`config.mk`:
```
export PLATFORM = sky130hd
export DESIGN_NAME = fifo_wr_serializer
export DESIGN_NICKNAME = d
export VERILOG_FILES = /design/src/rtl/fifo_wr_serializer.sv
export SDC_FILE = /design/constraint.sdc
export NUM_CORES = 1
export LEC_CHECK = 0
export CAP_MARGIN = 20
export CORE_UTILIZATION = 44
export CTS_CLUSTER_DIAMETER = 80
export DETAILED_ROUTE_END_ITERATION = 16
export PLACE_DENSITY_LB_ADDON = 0.3
export SLEW_MARGIN = 25
export SYNTH_ARGS = -nofsm -noshare
export SYNTH_HDL_FRONTEND = slang
export SYNTH_SLANG_ARGS = --single-unit
```
`constraint.sdc`:
```
create_clock -name clk_write -period 1.8 [get_ports clk_write]
set_input_delay 0.36 -clock clk_write [delete_from_list [all_inputs] [get_ports clk_write]]
set_output_delay 0.36 -clock clk_write [all_outputs]
set_load 0.1 [all_outputs]
```
`src/rtl/fifo_wr_serializer.sv`:
```
// fifo_wr_serializer
// Splits each accepted 16-bit word into two byte writes on the write side of a
// CDC FIFO, honouring the FIFO full flag as backpressure.
// Byte order is chosen by the macro WR_SER_MSB_FIRST_EN:
//   defined   -> high byte first, then low byte
//   undefined -> low byte first, then high byte (default build)
// All logic runs on the rising edge of clk_write; rst is asynchronous, active-high.

`timescale 1ns/1ps

module fifo_wr_serializer #(
  parameter int CNT_W = 16
) (
  input  logic             clk_write,
  input  logic             rst,
  input  logic [15:0]      in_data,
  input  logic             in_valid,
  output logic             in_ready,
  input  logic             fifo_full,
  output logic             wr_en,
  output logic [7:0]       wr_data,
  output logic             busy,
  output logic [CNT_W-1:0] word_count,
  output logic [CNT_W-1:0] stall_count
);

  typedef enum logic [1:0] {
    IDLE  = 2'd0,
    BYTE0 = 2'd1,
    BYTE1 = 2'd2
  } state_t;

  localparam logic [CNT_W-1:0] CNT_ONE = CNT_W'(1);

  state_t           r_state;
  state_t           w_nextState;
  logic [15:0]      r_heldWord;
  logic [CNT_W-1:0] r_wordCount;
  logic [CNT_W-1:0] r_stallCount;

  logic             w_ready;
  logic             w_accept;
  logic             w_stall;
  logic             w_wrEn;
  logic [7:0]       w_wrData;
  logic [7:0]       w_firstByte;
  logic [7:0]       w_secondByte;

`ifdef WR_SER_MSB_FIRST_EN
  assign w_firstByte  = r_heldWord[15:8];
  assign w_secondByte = r_heldWord[7:0];
`else
  assign w_firstByte  = r_heldWord[7:0];
  assign w_secondByte = r_heldWord[15:8];
`endif

  // A word transfers whenever the source offers and we are ready; a stall is
  // any cycle where we hold a byte but the FIFO refuses it.
  assign w_accept = in_valid && w_ready;
  assign w_stall  = (r_state != IDLE) && fifo_full;

  // State register; reset drops any partially written word immediately.
  always_ff @(posedge clk_write or posedge rst) begin
    if (rst) begin
      r_state <= IDLE;
    end else begin
      r_state <= w_nextState;
    end
  end

  // Next-state and output decode. The second byte's cycle doubles as the
  // acceptance slot for the next word so back-to-back words leave no bubble.
  always_comb begin
    w_nextState = r_state;
    w_ready     = 1'b0;
    w_wrEn      = 1'b0;
    w_wrData    = 8'h00;
    unique case (r_state)
      IDLE: begin
        w_ready = 1'b1;
        if (w_accept) begin
          w_nextState = BYTE0;
        end
      end
      BYTE0: begin
        w_wrEn   = !fifo_full;
        w_wrData = w_firstByte;
        if (!fifo_full) begin
          w_nextState = BYTE1;
        end
      end
      BYTE1: begin
        w_ready  = !fifo_full;
        w_wrEn   = !fifo_full;
        w_wrData = w_secondByte;
        if (!fifo_full) begin
          w_nextState = w_accept ? BYTE0 : IDLE;
        end
      end
      default: begin
        w_nextState = IDLE;
      end
    endcase
  end

  // Captures the word at acceptance so the source is free to move on.
  always_ff @(posedge clk_write or posedge rst) begin
    if (rst) begin
      r_heldWord <= 16'h0000;
    end else if (w_accept) begin
      r_heldWord <= in_data;
    end
  end

  // Accepted-word counter; wraps naturally at its width.
  always_ff @(posedge clk_write or posedge rst) begin
    if (rst) begin
      r_wordCount <= '0;
    end else if (w_accept) begin
      r_wordCount <= r_wordCount + CNT_ONE;
    end
  end

  // Backpressure counter; sticks at all-ones so a long stall never looks short.
  always_ff @(posedge clk_write or posedge rst) begin
    if (rst) begin
      r_stallCount <= '0;
    end else if (w_stall && (r_stallCount != '1)) begin
      r_stallCount <= r_stallCount + CNT_ONE;
    end
  end

  assign in_ready    = w_ready;
  assign wr_en       = w_wrEn;
  assign wr_data     = w_wrData;
  assign busy        = (r_state != IDLE);
  assign word_count  = r_wordCount;
  assign stall_count = r_stallCount;

endmodule
```
== Word level (Yosys, flattened, before mapping) ==
Cells that the tools add are included.

* Word-level logic and storage cells: 28
* Bits in registers: 50
* Output and inout port bits: 43

* Add/sub/neg operators: 2
* Reductions and logical operators: 8
* Equal/unequal tests: 6
* Multiplexer cells: 8

{| class="wikitable"
|+ Operators with widths
! operator !! count
|-
| $add A16 B1 Y16 const B || 2
|-
| $ne A16 B16 Y1 const B || 1
|-
| $pmux W8 S2 || 1
|-
| $mux W2 || 3
|-
| $ne A2 B2 Y1 const B || 3
|-
| $pmux W2 S3 || 1
|-
| $logic_and A1 B1 Y1 || 3
|-
| $reduce_and A3 Y1 || 1
|-
| $eq A2 B1 Y1 const B || 1
|-
| $eq A2 B2 Y1 const B || 1
|-
| $logic_not A2 Y1 || 1
|-
| $mux W1 || 2
|-
| $pmux W1 S2 || 1
|-
| $reduce_bool A2 Y1 || 1
|-
| $reduce_or A2 Y1 || 1
|-
| $logic_not A1 Y1 || 1
|}

== Logic depth before layout (Yosys ltp) ==
Gate-level depths: netlist of run 1.

* Word-level depth: 6
* Depth in mapped cells: 8
* Gate-level depth less buffers: 6

== Worst setup path after synthesis of run 1 ==
No wires, ideal clock.

* Kind: reg-to-output
* From: reg r_state[1]
* To: out wr_data[3]
* Stages on the path, launching flop included: 6
* Data arrival time: 2322 ps
* Buffers on the path: 1
* Slack: -882 ps
* Cells stage by stage: dfrtp_1 -> inv_1 -> ha_1 -> clkbuf_1 -> a22oi_1 -> nor2b_1

* Cells in the longest elaborated chain, start to end: 2
* Elaborated cells between the ends (all ways): 3
* Classes of those cells: eq/ne: 2; mux: 1

{| class="wikitable"
|+ Ends and longest elaborated chain
! what !! RTL line !! RTL
|-
| start: declaration || 35 || <nowiki>state_t r_state;</nowiki>
|-
| start signal: assignment || 67 || <nowiki>r_state <= w_nextState;</nowiki>
|-
| $eq A2 B2 Y1 / $eq A2 B1 Y1 (equally long branches) || 78 || <nowiki>unique case (r_state)</nowiki>
|-
| $pmux W8 S2 * || 78 ||
|-
| end: declaration || 21 || <nowiki>output logic [7:0] wr_data,</nowiki>
|}

Every way passes the cells marked *; elsewhere a longest branch is shown, timed or not.

== Worst setup path in the final report of run 1 ==
* From: reg r_state[1]
* To: out wr_data[1]

Same word-level chain as after synthesis.

==> results of run 1 <==
-- logic make-up (layout without fill, tap and decap cells) --
logic type / Yosys count / in the layout / share of synthesized area (%)
mux: 22 / 22 / 10.12
buf+inv: 11 / 105 / 2.158
xor+xnor: 24 / 24 / 8.633
flops: 50 / 50 / 51.39
fa+ha+maj: 7 / 7 / 3.597
simple gates: 66 / 66 / 16.34
compound gates: 25 / 25 / 7.759
-- routing by layer --
layer | vias up | part of all wire (%)
li1 | 920 | -
met2 | 65 | 54
met1 | 1004 | 40
met3 | 15 | 3.9
met4 | 0 | 2.3
met5 | - | 0
-- worst paths after layout --
path / from / to / depth (start not counted)
setup / recovery: r_state[1] / wr_data[1] / 6
hold / removal: rst / word_count[15] / 3
setup reg to reg: r_state[1] / word_count[4] / 8
hold reg to reg: word_count[15] / word_count[15] / 1
max in group asynchronous: rst / r_state[1] / 3
min in group clk_write: word_count[15] / word_count[15] / 1
-- critical path: cells and delay by family, from the launching register on --
family                     cells  cell delay [ns]
DFF                            1             0.46
adders and majority gates      1             0.20
and+or+nand+nor                1             0.15
buffers and inverters          3             0.42
AOI/OAI and AO/OA              1             0.07
-- layout make-up --
cell class                      count  area share, %
Tap cell                           70          2.073
Multi-Input combinational cell    144          32.91
Sequential cell                    50          30.12
Timing Repair Buffer               90          31.96
Inverter                            7         0.7701
Clock inverter                      1         0.1185
Clock buffer                        7          2.044
-- state kept, by name, indices dropped and copies added, names as in the netlist --
signal       cells
r_heldWord      16
stall_count     16
word_count      16
r_state          2
-- power groups by stage --
stage          clock network [mW]  registers [mW]  logic, mW
6_report                    0.675            1.95       4.92
3_3_place_gp                    0            1.86       4.20
2_1_floorplan                   0            2.71       1.92
5_1_grt                     0.725            1.99       5.08
3_5_place_dp                    0            1.88       4.26
4_1_cts                     0.678            1.88       4.50
-- synth_stat cells, types with 6 or more instances --
cell type                  n  area, µm²
sky130_fd_sc_hd__and3_1    6      37.54
sky130_fd_sc_hd__nand2_1  12      45.04
sky130_fd_sc_hd__mux2_2   21      236.5
sky130_fd_sc_hd__xor2_1   12      105.1
sky130_fd_sc_hd__nor2b_1  10      62.56
sky130_fd_sc_hd__dfrtp_1  50       1251
sky130_fd_sc_hd__nand4_1   9      56.30
sky130_fd_sc_hd__ha_1      7      87.58
sky130_fd_sc_hd__xnor2_1  12      105.1
sky130_fd_sc_hd__nand3_1   9      45.04
sky130_fd_sc_hd__inv_1     7      26.28
sky130_fd_sc_hd__a22oi_1   8      60.06
-- what timing repair did --
action                     in CTS  in global routing
gates resized for setup        17                 35
cloned                          2                  2
setup endpoints to repair      19                 38
pin swaps                       1                  6
setup buffers                   2                  8
-- per-stage QoR --
step	hold WS (ns)	cells	cell area (µm²)	util [%]	setup slack, ns
after global placement	0.4910	347	3799	72.98	-0.1820
after floorplan	0.4810	205	2565	-	-0.3996
after CTS	0.4280	359	4005	76.95	-0.1586
final	0.4087	369	4224	81.15	-0.1792
after global routing	0.4415	369	4224	81.15	-0.2444
after detailed placement	0.4968	347	3799	72.98	-0.2120
==> flow_summary.ini, run 1 <==
[drt]
firstDrtPassIters = 4
detailedRoute.firstIterationViolations = 133
antenna_left = 0
routed_wire_length_per_instance_um = 18.30
drc_errors = 0
number_of_vias_in_the_routed_layout = 2004
wirelength_mm = 6.752
detail_route.vias_per_cell = 5.431

[grt]
grt_overflow = 0
gr-max-usage-layer = met2
groute.layer.met3.usage_pct = 5.389
antenna_found_initial = 0
grt_max_degree = 51
grt_pass1_vias = 1885
met2_use_gr_pct = 35.05
grt_use_total_pct = 20.45
wire_length_of_the_first_global_routing_pass_mm = 9.308
met1_global_route_usage_pct = 24.57

[yosys]
synth_seq_cells = 50
synthesis.instances = 205
sequential_share_of_the_synthesized_area_pct = 51.39
synth.cell_area_mm2 = 0.002435
synth-async-reset-ratio_pct = 100.0
synth_cell_types = 37
synth_edf_count = 0
synth_top_flop_cell = sky130_fd_sc_hd__dfrtp_1
syn_avg_cell_area_um2 = 11.88
syn-num-nets = 232
yosysWarnings = 0

[run_status]
violations = negative setup slack
outcome = finished with violations

[clock_network]
cts_inserted_buffers = 5
clock-root-buffer = sky130_fd_sc_hd__clkbuf_8
htree_levels = 2
clk_transition_reported_paths_ns = 0.09
cts_tree = done
cts-hold-fix-buffers = 0
numClockSinks = 50
clock_latency_ns = 0.31
cts.path.max_buffers = 2

[sta]
min_period_ns = 1.979
period_share_pct = 110.0
rsz_0062_raised_after_global_routing = yes
max_freq_mhz = 505.3
worst_margin_slew_ns = 0.4866
post-route-worst-setup-slack_ns = -0.1792
worst_clock_skew_ns = 0.005404
final-setup-viol-count = 30
finalHoldViolations = 0
slew-limit-headroom_pct = 67.26
setup-tns-final_ns = -2.560
count_of_final_max_slew_check_failures = 0

[critical_path]
crit_arrival_ns = 1.62
sort_of_element_at_the_end_of_the_critical_path = output port
worstPathRequired_ns = 1.44
slowest_stage_delay_on_critical_path_ns = 0.46
crit_slowest_cell = sky130_fd_sc_hd__dfrtp_2
ff2ff_setup_slack_ns = -0.11
timing.setup.critical_path_class = flop to output port
critPathLaunchType = flop
crit_path_cell_trace = inv_4 > ha_4 > buf_6 > a22oi_2 > nor2b_4 > buf_12
critical_path.max_fanout = 6

[placed_design]
hpwlAfterDp_mm = 3.870
io_buffers = 62
gp_routability_congestion = 0.7845

[finish]
layout.filler_cells = 284
final_common_cell = sky130_fd_sc_hd__buf_12
syn_to_final_growth_pct = 73.48
final_cell_mix = sky130_fd_sc_hd__buf_12, sky130_fd_sc_hd__dfrtp_1, sky130_fd_sc_hd__clkdlybuf4s50_1
layout.nets = 325
multi_input_area_mm2 = 0.001390
regArea_mm2 = 0.001272
antenna_cells_inserted = 0
layout-drive-gt1-share_pct = 51.84

[die]
boundaryPins = 63
num_rows = 26
chipHeight_um = 76.39
fp.dieW_um = 76.39
initial_core_util_pct = 46.78
fp.coreArea_mm2 = 0.005205
die-area_mm2 = 0.005835

[run]
cap_viol_max_count = 0

[power_and_ir_drop]
leakagePower_nw = 1.824
vdd_ir_drop_max_uv = 1586
power_frac_seq_pct = 25.9
power-per-cell-area_mw_per_mm2 = 1787
p_total_mw = 7.547
comb_power_share_pct = 65.2
clock_power_share_pct = 8.9
intPower_mw = 3.940
swShare_pct = 47.80
power_switching_mw = 3.608

[worst_hold_path]
hold_path_class = input pin to asynchronous set/reset pin
Power figures use the tool's default switching activity.
==> run 2, diff against run 1 <==
--- a/config.mk
+++ b/config.mk
@@ -6,7 +6,9 @@
 export NUM_CORES = 1
 export LEC_CHECK = 0
 export CAP_MARGIN = 20
-export CORE_UTILIZATION = 44
+export CELL_PAD_IN_SITES_DETAIL_PLACEMENT = 2
+export CELL_PAD_IN_SITES_GLOBAL_PLACEMENT = 2
+export CORE_UTILIZATION = 31
 export CTS_CLUSTER_DIAMETER = 80
 export DETAILED_ROUTE_END_ITERATION = 16
 export PLACE_DENSITY_LB_ADDON = 0.3
==> constraint.sdc (replaced) <==
create_clock -name clk_write -period 2.1 [get_ports clk_write]
set_input_delay 0.42 -clock clk_write [delete_from_list [all_inputs] [get_ports clk_write]]
set_output_delay 0.42 -clock clk_write [all_outputs]
set_load 0.1 [all_outputs]
==> run 2 against run 1 <==
The flow now finishes without violations. Core utilization down 32 points. Highest routed layer unchanged. First-iteration DRC count shrank 68%. Register-to-register slack improved by 0.26 ns. Combinational power fell by 27%. Non-clock buffer count is 8 lower. Die area grew 41%. Clock-buffer cell count is the same. Routed wire length fell by 0.78%.
==> flow_summary.ini, run 2 (synthesis results as in run 1) <==
[run_status]
outcome = finished, final reports clean

[power_and_ir_drop]
vdd_ir_drop_max_uv = 1130
power-per-cell-area_mw_per_mm2 = 1590
leakagePower_nw = 1.596

[worst_hold_path]
hold_path_class = flop to flop

[finish]
final_cell_mix = sky130_fd_sc_hd__buf_4, sky130_fd_sc_hd__dfrtp_1, sky130_fd_sc_hd__mux2_2
layout.filler_cells = 720
final_common_cell = sky130_fd_sc_hd__buf_4
syn_to_final_growth_pct = 48.97
final_core_util_pct = 48.96
antenna_cells_inserted = 0
multi_input_area_mm2 = 0.001286
layout-drive-gt1-share_pct = 44.83
regArea_mm2 = 0.001259
layout.nets = 317

[sta]
slew-limit-headroom_pct = 54.71
min_period_ns = 2.064
worst_margin_slew_ns = 0.6784
final-setup-viol-count = 0
count_of_final_max_slew_check_failures = 0
worst_clock_skew_ns = 0.01057
finalHoldViolations = 0
period_share_pct = 98.28
setup-tns-final_ns = 0
max_freq_mhz = 484.5

[drt]
routed_wire_length_per_instance_um = 17.22
drc_errors = 0
number_of_vias_in_the_routed_layout = 1899
antenna_left = 0
firstDrtPassIters = 2
wirelength_mm = 6.699
detail_route.vias_per_cell = 4.882
detailedRoute.firstIterationViolations = 43

[critical_path]
crit_arrival_ns = 1.64
timing.setup.critical_path_class = flop to output port
critical_path.max_fanout = 8
worstPathRequired_ns = 1.68
critPathLaunchType = flop
sort_of_element_at_the_end_of_the_critical_path = output port

[placed_design]
io_buffers = 62
hpwlAfterDp_mm = 4.855
gp_routability_congestion = 0.7223

[clock_network]
clock_latency_ns = 0.31
cts.path.max_buffers = 2
clock-root-buffer = sky130_fd_sc_hd__clkbuf_8
htree_levels = 2
cts_inserted_buffers = 5
cts-hold-fix-buffers = 0
numClockSinks = 50
clk_transition_reported_paths_ns = 0.09
cts_tree = done

[grt]
wire_length_of_the_first_global_routing_pass_mm = 11.11
grt_max_degree = 30
grt_pass1_vias = 2175
antenna_found_initial = 0
grt_overflow = 0
grt_use_total_pct = 17.12

[die]
die-area_mm2 = 0.008213
fp.coreArea_mm2 = 0.007408
initial_core_util_pct = 32.87
boundaryPins = 63
fp.dieW_um = 90.63
chipHeight_um = 90.63
num_rows = 31

[run]
cap_viol_max_count = 0
-- run 2: timing repair --
action	in CTS	in global routing
resized for setup	13	10
pin swaps	0	1
cloned	0	1
buffers inserted	4	2
setup endpoints to repair	9	9
-- run 2: per-layer routing --
metal / GRT usage, % / wire [µm]
met1: 20.83 / 2899
met2: 30.74 / 3512
met3: 3.367 / 231
met4: 4.301 / 55
met5: 0 / 0
-- run 2: path summary, 6_finish.rpt --
| path | cells past startpoint | slack (ns) | start | to |
|---|---|---|---|---|
| worst max-delay path | 6 | 0.04 | r_state[0] | wr_data[2] |
| min in group asynchronous | 2 | 0.56 | rst | stall_count[5] |
| worst max register to register | 7 | 0.15 | r_state[0] | r_heldWord[12] |
| worst min-delay path | 1 | 0.47 | word_count[15] | word_count[15] |
| max in group asynchronous | 3 | 0.98 | rst | r_heldWord[0] |
| worst min register to register | 1 | 0.47 | word_count[15] | word_count[15] |
-- run 2: critical path, stage by stage (launching register included) --
cell                      delay (ns)
sky130_fd_sc_hd__dfrtp_2        0.48
sky130_fd_sc_hd__inv_4          0.08
sky130_fd_sc_hd__ha_4           0.18
sky130_fd_sc_hd__buf_8          0.14
sky130_fd_sc_hd__a22oi_2        0.24
sky130_fd_sc_hd__nor2b_4        0.07
sky130_fd_sc_hd__buf_12         0.16
-- run 2: final cells by class --
class | count | share of cell area (%)
Multi-Input combinational cell | 144 | 35.46
Sequential cell | 50 | 34.70
Timing Repair Buffer | 82 | 23.08
Tap cell | 99 | 3.415
Clock buffer | 7 | 2.380
Inverter | 7 | 0.9658
-- run 2: per-stage QoR --
step / instances / hold WS [ns] / setup slack [ns] / power [mW] / area [µm²]
6_report: 389 / 0.4739 / 0.03613 / 5.767 / 3627
5_1_grt: 389 / 0.5116 / -0.02102 / 6.023 / 3627
4_1_cts: 387 / 0.4873 / 0.009083 / 5.700 / 3570
3_5_place_dp: 376 / 0.4747 / 0.005061 / 4.943 / 3402
3_3_place_gp: 376 / 0.4625 / 0.03676 / 4.856 / 3402
2_1_floorplan: 205 / 0.4810 / -0.1268 / 3.927 / 2524
-- run 2: power breakdown --
| part | switching (mW) | internal [mW] |
|---|---|---|
| Sequential | 0.334 | 1.26 |
| Clock | 0.319 | 0.263 |
| Combinational | 2.28 | 1.31 |
| Total | 2.94 | 2.83 |
